$ cat config.mk
export PLATFORM = sky130hd
export DESIGN_NAME = shift_unit_iter
export DESIGN_NICKNAME = d
export VERILOG_FILES = /design/src/rtl/shift_unit_iter.sv
export SDC_FILE = /design/constraint.sdc
export NUM_CORES = 1
export LEC_CHECK = 0
export BUFFER_PORTS_ARGS = -buffer_cell sky130_fd_sc_hd__buf_2
export CAP_MARGIN = 20
export CELL_PAD_IN_SITES_DETAIL_PLACEMENT = 0
export CELL_PAD_IN_SITES_GLOBAL_PLACEMENT = 1
export CORE_MARGIN = 10
export CORE_UTILIZATION = 35
export CTS_CLUSTER_DIAMETER = 50
export CTS_CLUSTER_SIZE = 28
export DETAILED_ROUTE_END_ITERATION = 16
export PLACE_DENSITY_LB_ADDON = 0.1
export RECOVER_POWER = 100
export SYNTH_ARGS = -nofsm -noshare
export SYNTH_HDL_FRONTEND = slang
export SYNTH_SLANG_ARGS = --single-unit
$ cat constraint.sdc
create_clock -name clk_i -period 2.1 [get_ports clk_i]
set_clock_uncertainty 0.2 [all_clocks]
set_input_delay 0.315 -clock clk_i [delete_from_list [all_inputs] [get_ports clk_i]]
set_output_delay 0.315 -clock clk_i [all_outputs]
set_load 0.05 [all_outputs]
$ cat src/rtl/shift_unit_iter.sv
// rtl/shift_unit_iter.sv - iterative SLL/SRL/SRA shifter, STEP bits per cycle, valid/ready on both sides.
// Optional SHIFT_UNIT_ROTATE_EN: mode 11 rotates left; otherwise mode 11 acts as SLL.
module shift_unit_iter #(
   parameter int DATA_W  = 32,
   parameter int SHAMT_W = 5,
   parameter int STEP    = 4
) (
   input  logic              clk_i,
   input  logic              rst_i,
   input  logic              valid_i,
   output logic              ready_o,
   input  logic [DATA_W-1:0] data_i,
   input  logic [SHAMT_W-1:0] shamt_i,
   input  logic [1:0]        mode_i,
   output logic              valid_o,
   input  logic              ready_i,
   output logic [DATA_W-1:0] data_o,
   output logic              busy_o
);

   typedef enum logic [1:0] {
      IDLE  = 2'd0,
      SHIFT = 2'd1,
      DONE  = 2'd2
   } state_t;

   localparam logic [1:0] MODE_SLL = 2'b00;
   localparam logic [1:0] MODE_SRL = 2'b01;
   localparam logic [1:0] MODE_SRA = 2'b10;
   // One extra bit so STEP == DATA_W still fits in the comparison.
   localparam logic [SHAMT_W:0] STEP_C = (SHAMT_W+1)'(STEP);

   state_t              state_q, state_d;
   logic [DATA_W-1:0]   work_q, work_d;
   logic [SHAMT_W-1:0]  rem_q, rem_d;
   logic [1:0]          mode_q, mode_d;

   logic [SHAMT_W:0]    rem_ext;
   logic [SHAMT_W:0]    k;
   logic [DATA_W-1:0]   shifted;

   always_ff @(posedge clk_i or negedge rst_i) begin
      if (!rst_i) begin
         state_q <= IDLE;
         work_q  <= '0;
         rem_q   <= '0;
         mode_q  <= '0;
      end else begin
         state_q <= state_d;
         work_q  <= work_d;
         rem_q   <= rem_d;
         mode_q  <= mode_d;
      end
   end

   always_comb begin
      rem_ext = {1'b0, rem_q};
      k       = (rem_ext < STEP_C) ? rem_ext : STEP_C;
   end

   // Per-step shifter only spans amounts 1..STEP, so it stays a small mux of constant shifts.
   always_comb begin
      shifted = work_q;
      for (int i = 1; i <= STEP; i++) begin
         if (k == (SHAMT_W+1)'(i)) begin
            case (mode_q)
               MODE_SLL: shifted = work_q << i;
               MODE_SRL: shifted = work_q >> i;
               MODE_SRA: shifted = DATA_W'($signed(work_q) >>> i);
`ifdef SHIFT_UNIT_ROTATE_EN
               default:  shifted = (work_q << i) | (work_q >> (DATA_W - i));
`else
               default:  shifted = work_q << i;
`endif
            endcase
         end
      end
   end

   always_comb begin
      state_d = state_q;
      case (state_q)
         IDLE:    if (valid_i) state_d = (shamt_i == '0) ? DONE : SHIFT;
         SHIFT:   if (rem_ext <= STEP_C) state_d = DONE;
         DONE:    if (ready_i) state_d = IDLE;
         default: state_d = IDLE;
      endcase
   end

   always_comb begin
      work_d = work_q;
      rem_d  = rem_q;
      mode_d = mode_q;
      case (state_q)
         IDLE: begin
            if (valid_i) begin
               work_d = data_i;
               rem_d  = shamt_i;
               mode_d = mode_i;
            end
         end
         SHIFT: begin
            work_d = shifted;
            rem_d  = rem_q - k[SHAMT_W-1:0];
         end
         default: ;
      endcase
   end

   always_comb begin
      ready_o = (state_q == IDLE) && rst_i;
      valid_o = (state_q == DONE);
      busy_o  = (state_q == SHIFT) || (state_q == DONE);
      data_o  = work_q;
   end

endmodule

==> summary.md, run 1 <==
| Metric | Value |
|---|---|
| CTS H-Tree Depth | 2 |
| Max incr delay on CP | 500 ps |
| Syn Nets | 537 |
| CTS tree | yes |
| Core area | 9819 µm² |
| Critical path required time | 2090 ps |
| Residual DRC | 0 |
| Seq cells post-synth | 41 |
| Slowest CP cell | or4_1 |
| Starting Density | 35.96% |
| Global-route wire length before repair | 23790 µm |
| Ys async rst share | 100.0% |
| Routed Antenna Nets | 0 |
| Max Freq | 447.2 MHz |
| GRT overflow | 0 |
| Std cell rows | 36 |
| Avg WL per Cell | 19.87 µm |
| Worst min path class | in2reg |
| Max Slew Vio Count | 0 |
| Largest delay share family, worst path | compound AO/OA/AOI/OAI gates |
| Number of max-cap violations | 0 |
| Hold Fails Final Rpt | 0 |
| Die width | 120.4 µm |
| Worst setup EP type | flip-flop |
| EDFF count, synth | 0 |
| Die area | 14510 µm² |
| Ys Warns | 0 |
| Commonest non-fill, non-tap cells in the layout | a21oi_1, buf_4, buf_2 |
| Library cells used by synthesis | 54 |
| Routability cong. | 0.8940 |
| Status | finished, violations left |
| Tot GR Track Use | 19.64% |
| Period utilisation layout | 106.5% |
| CTS clk-pin slew, worst paths | 80 ps |
| RSZ-0062 raised after global routing | yes |
| Routed vias | 4536 |
| Most common cell after layout, fill and taps aside | a21oi_1 |
| Die extent in y | 120.4 µm |
| Kind of critical path | reg2reg |
| Cells after Synth | 488 |
| Sequential share of the synthesized area | 29.06% |
| DRT Wirelength | 15060 µm |
| DR pass1 iterations | 5 |
| Antenna violations before repair | 0 |
| Critical Path Fanout Max | 4 |
| Reg-to-reg slack, setup | -140 ps |
| TritonCTS sink count | 41 |
| CP startpoint kind | flip-flop |
| Worst-Margin Slew | 1081 ps |
| Max_slew headroom | 27.95% |
| Fin nets | 674 |
| Number of CTS-inserted buffers | 5 |
| Fin worst setup slack | -136.2 ps |
| Tmin final | 2236 ps |
| CP Cell Sequence | inv_2 -> ha_4 -> o21ba_4 -> nand2_2 -> a21oi_1 -> or4_1 -> a221o_1 |
| Vias per cell | 5.984 |
| Fillers | 1002 |
| Layout cells sized above 1 | 40.00% |
| Vias in the first global route | 4507 |
| Syn-to-layout area delta | 47.02% |
| I/O Pins | 78 |
| Pin count of the biggest net entering global routing | 42 |
| Diodes inserted | 0 |
| Post-DP HPWL | 10590 µm |
| Mapped Avg Cell Area | 7.235 µm² |
| Port bufs | 77 |
| Final setup fails | 15 |
| Initial DRC Count | 378 |
| CTS Buffer Depth | 2 |
| Clock latency on the worst-skew pair | 300 ps |
| Root Buffer Master | clkbuf_8 |
| Critical Path AT | 2220 ps |
| Setup TNS | -659.9 ps |
| Synth Cell Area | 3531 µm² |
| Bufs and invs on worst path | 1 |
| Failing checks | setup timing |
| Post-synth top flop | dfrtp_1 |
synth_stat cells (all sizes together) (4+ instances only):
master	number	share of area, %
o22ai	10	1.8
a21oi	94	13
dfrtp	41	29
o21ai	28	4.0
nor4	12	2.1
a2111oi	4	1.5
a221oi	8	2.0
a211oi	6	1.3
clkbuf	21	2.2
a32oi	4	0.99
mux2i	6	1.7
a31oi	31	5.5
nand3	19	2.7
and3	4	0.71
buf	22	3.3
nand2	73	7.8
ha	6	2.1
and2	4	0.71
nor2	35	3.9
a31o	10	2.5
inv	9	0.96
layer usage:
| layer | share of wire (%) | vias to the layer above | GRT usage [%] |
|---|---|---|---|
| li1 | - | 2131 | - |
| met1 | 45 | 2175 | 26.43 |
| met2 | 46 | 204 | 31.87 |
| met3 | 6.9 | 26 | 3.583 |
| met4 | 1.3 | 0 | 4.449 |
| met5 | 0 | - | 0 |
flip-flops by register name, indices dropped and copies added (netlist names):
signal,cells
data_o,32
mode_q,2
rem_q,5
state_q,2
cell families (layout without fill, tap and decap cells):
| group | after synthesis | after routing | synth area share, % |
|---|---|---|---|
| DFF | 41 | 41 | 29.06 |
| other | 1 | 1 | 0.1062 |
| buffers and inverters | 52 | 187 | 6.449 |
| adders and majority gates | 6 | 6 | 2.126 |
| muxes | 9 | 9 | 2.658 |
| and+or+nand+nor | 162 | 162 | 21.40 |
| AOI/OAI and AO/OA | 217 | 219 | 38.20 |
timing repair:
item	CTS	global route
buffers inserted	3	8
hold endpoints to repair	41	0
gates resized for setup	20	70
endpoints found under the setup margin	29	35
cloned	1	2
pin swaps	8	14
hold buffers	1	0
layout make-up:
type	count	area (µm²)	share of cell area (%)
multi-input cells	397	2636	50.78
repair buffers	171	1240	23.89
flip-flops and latches	41	1028	19.81
well taps	133	166.4	3.206
clock buffers	7	86.33	1.663
inverters	9	33.78	0.6508
worst register-to-register path, cell delays in order (launching register included):
cell and delay [ps]:
dfrtp_2 420, inv_2 60, ha_4 290, o21ba_4 190
nand2_2 80, a21oi_1 60, or4_1 500, a221o_1 330
per-stage QoR:
| stage | utilization [%] | setup WS, ps | hold slack (ps) | cell area (µm²) | instances |
|---|---|---|---|---|---|
| 2_1_floorplan | - | -17.10 | -180.6 | 3591 | 488 |
| 3_3_place_gp | 47.07 | -105.3 | 268.3 | 4622 | 736 |
| 3_5_place_dp | 47.07 | -127.6 | 265.0 | 4622 | 736 |
| 4_1_cts | 49.26 | -102.6 | 45.56 | 4837 | 748 |
| 5_1_grt | 52.87 | -187.1 | 54.90 | 5191 | 758 |
| 6_report | 52.87 | -136.2 | 54.46 | 5191 | 758 |
worst paths after layout:
path	cells after the start	endpoint	from
setup / recovery	7	data_o[20]$_DFFE_PN0P_	mode_q[0]$_DFFE_PN0P_
hold / removal	2	mode_q[1]$_DFFE_PN0P_	mode_i[1]
setup reg to reg	7	data_o[20]$_DFFE_PN0P_	mode_q[0]$_DFFE_PN0P_
hold reg to reg	1	mode_q[0]$_DFFE_PN0P_	mode_q[0]$_DFFE_PN0P_
max in group asynchronous	3	mode_q[0]$_DFFE_PN0P_	rst_i
min in group asynchronous	3	data_o[30]$_DFFE_PN0P_	rst_i
Power of run 1 is left out: the tool's default activity adds up to more than one toggle a clock period on the data nets, which glitch-free logic cannot reach.
==> run 2: changes to the inputs <==
--- a/config.mk
+++ b/config.mk
@@ -7,2 +7,3 @@
 export LEC_CHECK = 0
+export ABC_AREA = 1
 export BUFFER_PORTS_ARGS = -buffer_cell sky130_fd_sc_hd__buf_2
@@ -12,3 +13,3 @@
 export CORE_MARGIN = 10
-export CORE_UTILIZATION = 35
+export CORE_UTILIZATION = 34
 export CTS_CLUSTER_DIAMETER = 50
--- a/constraint.sdc
+++ b/constraint.sdc
@@ -4,2 +4,2 @@
 set_output_delay 0.315 -clock clk_i [all_outputs]
-set_load 0.05 [all_outputs]
+set_load 0.02 [all_outputs]
==> run 2 against run 1 <==
The flow now finishes without violations. Final area decreased by 12%. Critical path depth up 3. Cell count up 15%. Flip-flop and latch count is the same. Setup slack improved by 240 ps. Routed wire length grew 4.3%. Fmax increased by 12%. Synthesized cell count increased by 33%. Non-clock buffer count decreased by 57. Area after synthesis rose by 7.3%. Via count up 5.8%.
==> summary.md, run 2 <==
| Metric | Value |
|---|---|
| GRT overflow | 0 (unchanged) |
| Largest register FFs | 32 (unchanged) |
| Hold Fails Final Rpt | 0 (unchanged) |
| Final setup fails | 0 (-15) |
| Ys Warns | 0 (unchanged) |
| Library cells used by synthesis | 31 (-43%) |
| Max_slew headroom | 21.88% (-6.1 points) |
| Most frequent cell after synthesis | nand2_1 |
| Core area | 10890 µm² (+11%) |
| Share of the synthesized area in the top cell type | 27.08% (-2.0 points) |
| Vias in the first global route | 4742 (+5.2%) |
| Seq cells post-synth | 41 (unchanged) |
| Root Buffer Master | clkbuf_8 |
| Diodes inserted | 0 (unchanged) |
| Worst-Margin Slew | 1172 ps (+90.98 ps) |
| Residual DRC | 0 (unchanged) |
| Tot GR Track Use | 18.98% (-0.66 points) |
| CP startpoint kind | flip-flop |
| Kind of critical path | reg2reg |
| Critical Path Fanout Max | 15 (+11) |
| Die extent in y | 125.6 µm (+4.3%) |
| Most area-consuming cells after synthesis | dfrtp_1, nand2_1, a21oi_1, nand3_1, nor2_1 |
| Avg WL per Cell | 17.96 µm (-9.6%) |
| Synth Cell Area | 3789 µm² (+7.3%) |
| Syn-to-layout area delta | 20.54% |
| Sequential share of the synthesized area | 27.08% (-2.0 points) |
| Area of the multi-input gates | 2427 µm² (-7.9%) |
| DR pass1 iterations | 5 (unchanged) |
| Most common cell after layout, fill and taps aside | nand2_1 |
| Fillers | 1238 (+24%) |
| Non-Filler Instances | 875 (+15%) |
| Top layer in use | met4 |
| Hold path depth | 3 (+1) |
| CTS tree | yes |
| Die width | 125.6 µm (+4.3%) |
| Met1 WL | 7273 µm (+6.6%) |
| CTS clk-pin slew, worst paths | 90 ps (about the same) |
| Worst min path class | in2reg |
| CTS H-Tree Depth | 2 (unchanged) |
| Worst vdd ir | 580.9 µV |
| Commonest non-fill, non-tap cells in the layout | nand2_1, a21oi_1, nand3_1 |
| Routability cong. | 0.9225 (+3.2%) |
| I/O Pins | 78 (unchanged) |
| Port bufs | 77 (unchanged) |
| Initial DRC Count | 432 (+14%) |
| Flop pwr share | 18.9% |
| Cells after Synth | 651 (+33%) |
| Leak | 2.326 nW |
| Status | complete, no violations |
| Net Sw Frac | 59.25% |
| Die area | 15770 µm² (+8.7%) |
| TritonCTS sink count | 41 (unchanged) |
| Seq. cell area | 1026 µm² (-0.24%) |
| Routed vias | 4801 (+5.8%) |
| Post-synth top cells | nand2_1, a21oi_1, nand3_1, nor2_1, dfrtp_1 |
| Number of max-cap violations | 0 (unchanged) |
| CTS Buffer Depth | 2 (unchanged) |
| Vias per cell | 5.487 (-8.3%) |
| Placed cell area | 4478 µm² (-3.1%) |
| WHS | 53.50 ps (-0.9621 ps) |
| DRT Wirelength | 15710 µm (+4.3%) |
| Global-route wire length before repair | 24930 µm (+4.8%) |
| Critical Path AT | 2000 ps (-220 ps) |
| Clock power share | 6.1% |
| Syn Nets | 700 (+30%) |
| Comb pwr share | 75.0% |
| Int Pwr | 3.757 mW |
| Design Area, Final | 4567 µm² (-12%) |
| Max Freq | 500.0 MHz (+12%) |
| Placed Cells | 864 (+17%) |
| Tmin final | 2000 ps (-236.2 ps) |
| Antenna violations before repair | 0 (unchanged) |
| Post-synth top flop | dfrtp_1 |
| Layout cells sized above 1 | 13.33% (-27 points) |
| Sw power | 5.461 mW |
| WL met3 | 1035 µm (unchanged) |
| Period utilisation layout | 95.24% (-11 points) |
| Routed Antenna Nets | 0 (unchanged) |
| Fin nets | 783 (+16%) |
| WL met2 | 7035 µm (+0.47%) |
| Starting Density | 34.80% (-1.2 points) |
| Ys async rst share | 100.0% (unchanged) |
| Critical path required time | 2100 ps (about the same) |
| Pin count of the biggest net entering global routing | 43 (+2.4%) |
| Clock latency on the worst-skew pair | 320 ps (+20 ps) |
| Power per cell area | 2018 nW/µm² |
| EDFF count, synth | 0 (unchanged) |
| R2R depth | 10 (+3) |
| Mapped Avg Cell Area | 5.820 µm² (-20%) |
| Std cell rows | 38 (+5.6%) |
| Number of CTS-inserted buffers | 5 (unchanged) |
| Worst setup EP type | flip-flop |
| Max Slew Vio Count | 0 (unchanged) |
| Leading area contributor after synthesis | dfrtp_1 |
| Post-DP HPWL | 11230 µm (+6.0%) |
[run 2: area by class of cell]
cell class / instances / share of cell area (%)
clock buffers: 6 / 1.589
clock inverters: 2 / 0.2192
inverters: 43 / 3.589
multi-input cells: 529 / 53.15
flip-flops and latches: 41 / 22.47
well taps: 140 / 3.836
repair buffers: 114 / 15.15
[run 2: power groups by stage]
stage	combinational (mW)	sequential [mW]	clock (mW)
after floorplan	4.28	1.96	0
after global placement	6.74	1.74	0
after detailed placement	6.76	1.73	0
after CTS	6.81	1.72	0.572
after global routing	7.68	1.80	0.606
final	6.91	1.74	0.561
[run 2: routing by layer]
metal | up-vias | global-route usage, %
li1 | 2306 | -
met1 | 2237 | 24.58
met3 | 35 | 4.056
met2 | 223 | 29.96
met5 | - | 0
met4 | 0 | 7.588
[run 2: kinds of logic after synthesis]
logic type / Yosys count / synth area share, %
flops: 41 / 27.08
simple gates: 390 / 42.70
fa+ha+maj: 6 / 1.981
other cells: 1 / 0.09898
buf+inv: 81 / 9.577
compound gates: 132 / 18.56
[run 2: critical path, cell delays in order, from the launching register on]
cell      delay (ps)
dfrtp_1          410
inv_2             70
ha_4             290
inv_2             60
clkbuf_8         180
nand3_1          170
nand2_1           70
nand2_1           60
nand2_1           70
o21ai_0          200
a21oi_1           90
[run 2: worst paths after layout]
check | to | slack (ps) | start
max | data_o[29]$_DFFE_PN0P_ | 100 | mode_q[0]$_DFFE_PN0P_
min | rem_q[0]$_DFFE_PN0P_ | 50 | shamt_i[0]
max reg2reg | data_o[29]$_DFFE_PN0P_ | 100 | mode_q[0]$_DFFE_PN0P_
min reg2reg | rem_q[4]$_DFFE_PN0P_ | 340 | rem_q[4]$_DFFE_PN0P_
max in group asynchronous | data_o[8]$_DFFE_PN0P_ | 290 | rst_i
min in group asynchronous | rem_q[2]$_DFFE_PN0P_ | 700 | rst_i
[run 2: metrics by stage]
step | total power [mW] | util [%] | setup slack, ps | setup TNS (ps)
2_1_floorplan | 6.236 | - | 258.3 | 0
3_3_place_gp | 8.481 | 41.13 | 8.793 | 0
3_5_place_dp | 8.497 | 41.13 | -16.23 | -16.23
4_1_cts | 9.099 | 42.02 | 6.299 | 0
5_1_grt | 10.09 | 41.94 | -2.705 | -2.705
6_report | 9.218 | 41.94 | 99.98 | 0
[run 2: timing repair]
action,in CTS,in global routing
hold buffers,1,0
resized for setup,1,16
pin swaps,0,1
endpoints found under the setup margin,1,30
hold endpoints to repair,41,0
buffers inserted,0,1
cloned,0,1
Power figures use the tool's default switching activity.
==> run 3: changes to the inputs <==
CORE_UTILIZATION = 30   (was 34)
clock period = 2 ns   (was 2.1 ns; I/O delays follow)
==> run 3 against run 2 <==
Setup slack got worse by 13 ps. Routed wire length grew 0.50%. Sequential power increased by 9%. Fmax increased by 4.6%. Sequential share of layout area fell by 1.4 points.
==> summary.md, run 3 (synthesis results as in run 2) <==
| Metric | Value |
|---|---|
| Routability cong. | 0.9115 (-1.2%) |
| Max_slew headroom | 31.39% (+9.5 points) |
| Worst min path class | in2reg |
| Residual DRC | 0 (unchanged) |
| Initial DRC Count | 598 (+38%) |
| WHS | 55.18 ps (+1.676 ps) |
| Leak | 2.419 nW (+4.0%) |
| Largest delay share family, worst path | buffers and inverters |
| Largest register FFs | 32 (unchanged) |
| Fin nets | 792 (+1.1%) |
| CTS Buffer Depth | 2 (unchanged) |
| Number of CTS-inserted buffers | 5 (unchanged) |
| GRT overflow | 0 (unchanged) |
| Diodes inserted | 0 (unchanged) |
| TritonCTS sink count | 41 (unchanged) |
| Routed Antenna Nets | 0 (unchanged) |
| DRT Wirelength | 15790 µm (+0.50%) |
| Critical Path AT | 1950 ps (-50 ps) |
| Critical path required time | 2030 ps (-70 ps) |
| Commonest non-fill, non-tap cells in the layout | nand2_1, a21oi_1, nand3_1 |
| Status | complete, no violations |
| Vias per cell | 5.236 (-4.6%) |
| Most frequent CP cell | inv_2 |
| Most common cell after layout, fill and taps aside | nand2_1 |
| Port bufs | 77 (unchanged) |
| Post-DP HPWL | 11030 µm (-1.7%) |
| Worst setup EP type | flip-flop |
| Period utilisation layout | 95.64% (+0.40 points) |
| Starting Density | 31.02% (-3.8 points) |
| Root Buffer Master | clkbuf_16 |
| CTS clk-pin slew, worst paths | 60 ps (-30 ps) |
| Tmin final | 1913 ps (-87.30 ps) |
| Avg WL per Cell | 17.33 µm (-3.5%) |
| RSZ-0062 raised after global routing | yes |
| Die extent in y | 132.4 µm (+5.4%) |
| DR pass1 iterations | 5 (unchanged) |
| Reg-to-reg slack, setup | 90 ps (about the same) |
| Worst-Margin Slew | 1029 ps (-142.7 ps) |
| Vias in the first global route | 4761 (+0.40%) |
| CTS tree | yes |
| Syn-to-layout area delta | 28.57% |
| Worst vdd ir | 704.6 µV (+21%) |
| Die area | 17520 µm² (+11%) |
| Hold path depth | 3 (unchanged) |
| CTS H-Tree Depth | 2 (unchanged) |
| Levels on crit path | 10 (unchanged) |
| Final setup fails | 0 (unchanged) |
| Die width | 132.4 µm (+5.4%) |
| R2R depth | 10 (unchanged) |
| Kind of critical path | reg2reg |
| Critical Path Fanout Max | 10 (-5) |
| Max incr delay on CP | 430 ps (+20 ps) |
| Tot GR Track Use | 17.42% (-1.6 points) |
| Slowest CP cell | dfrtp_1 |
| Routed vias | 4770 (-0.65%) |
| Number of max-cap violations | 0 (unchanged) |
| Layout cells sized above 1 | 18.98% (+5.6 points) |
| Pin count of the biggest net entering global routing | 42 (-2.3%) |
| Std cell rows | 40 (+5.3%) |
| I/O Pins | 78 (unchanged) |
| Global-route wire length before repair | 25210 µm (+1.1%) |
| CP Cell Sequence | inv_2 -> ha_4 -> inv_2 -> nand2_2 -> buf_12 -> nand3_1 -> buf_4 -> a31oi_1 -> nand2_1 -> a21oi_1 |
| Max Slew Vio Count | 0 (unchanged) |
| Hold Fails Final Rpt | 0 (unchanged) |
| Antenna violations before repair | 0 (unchanged) |
| Clock latency on the worst-skew pair | 300 ps (-20 ps) |
| Power per cell area | 2137 nW/µm² (+5.9%) |
| Overall Power | 10.41 mW (+13%) |
| Fillers | 1369 (+11%) |
| Max Freq | 522.8 MHz (+4.6%) |
| Core area | 12210 µm² (+12%) |
| CP startpoint kind | flip-flop |
| Bufs and invs on worst path | 4 (+1) |
-- run 3: repair_timing --
item                                   CTS  global route
resized for setup                        1            52
pin swaps                                0             1
setup buffers                            0             1
gates cloned                             0             2
hold buffers                             1             0
setup endpoints to repair                7            34
endpoints found under the hold margin   41             0
-- run 3: per-stage QoR --
stage | cell area [µm²] | instances | setup WS, ps | TNS [ps] | utilization [%]
2_1_floorplan | 3789 | 651 | 158.3 | 0 | -
3_3_place_gp | 4536 | 900 | 35.11 | 0 | 37.14
3_5_place_dp | 4536 | 900 | -7.363 | -9.701 | 37.14
4_1_cts | 4693 | 908 | 10.55 | 0 | 38.43
5_1_grt | 4871 | 911 | -20.08 | -116.1 | 39.89
6_report | 4871 | 911 | 87.29 | 0 | 39.89
-- run 3: routing by layer --
metal	global-route usage (%)	share of wire [%]
met2	27.88	45
met5	0	0
met1	22.23	46
met3	4.192	7.6
met4	6.051	1.6
-- run 3: worst reg2reg max path: stages (launching register included) --
cell	delay, ps
dfrtp_1	430
inv_2	110
ha_4	160
inv_2	40
nand2_2	120
buf_12	160
nand3_1	140
buf_4	180
a31oi_1	120
nand2_1	80
a21oi_1	110
-- run 3: worst paths after layout --
kind,startpoint,end
hold reg to reg,rem_q[4]$_DFFE_PN0P_,rem_q[4]$_DFFE_PN0P_
min in group asynchronous,rst_i,rem_q[4]$_DFFE_PN0P_
setup / recovery,mode_q[1]$_DFFE_PN0P_,data_o[8]$_DFFE_PN0P_
hold / removal,mode_i[1],mode_q[1]$_DFFE_PN0P_
max in group asynchronous,rst_i,data_o[15]$_DFFE_PN0P_
setup reg to reg,mode_q[1]$_DFFE_PN0P_,data_o[8]$_DFFE_PN0P_
-- run 3: final cells by class --
class	count	area (µm²)	area share (%)
sequential	41	1026	21.06
multi-input combinational	529	2552	52.40
inverter	43	166.4	3.416
tap	168	210.2	4.315
timing repair buffer	123	773.2	15.87
clock buffer	7	142.6	2.928
-- run 3: power by group --
group / internal [mW] / switching (mW) / total [mW]
registers: 1.27 / 0.614 / 1.89
logic: 2.70 / 4.97 / 7.67
clock network: 0.491 / 0.360 / 0.852
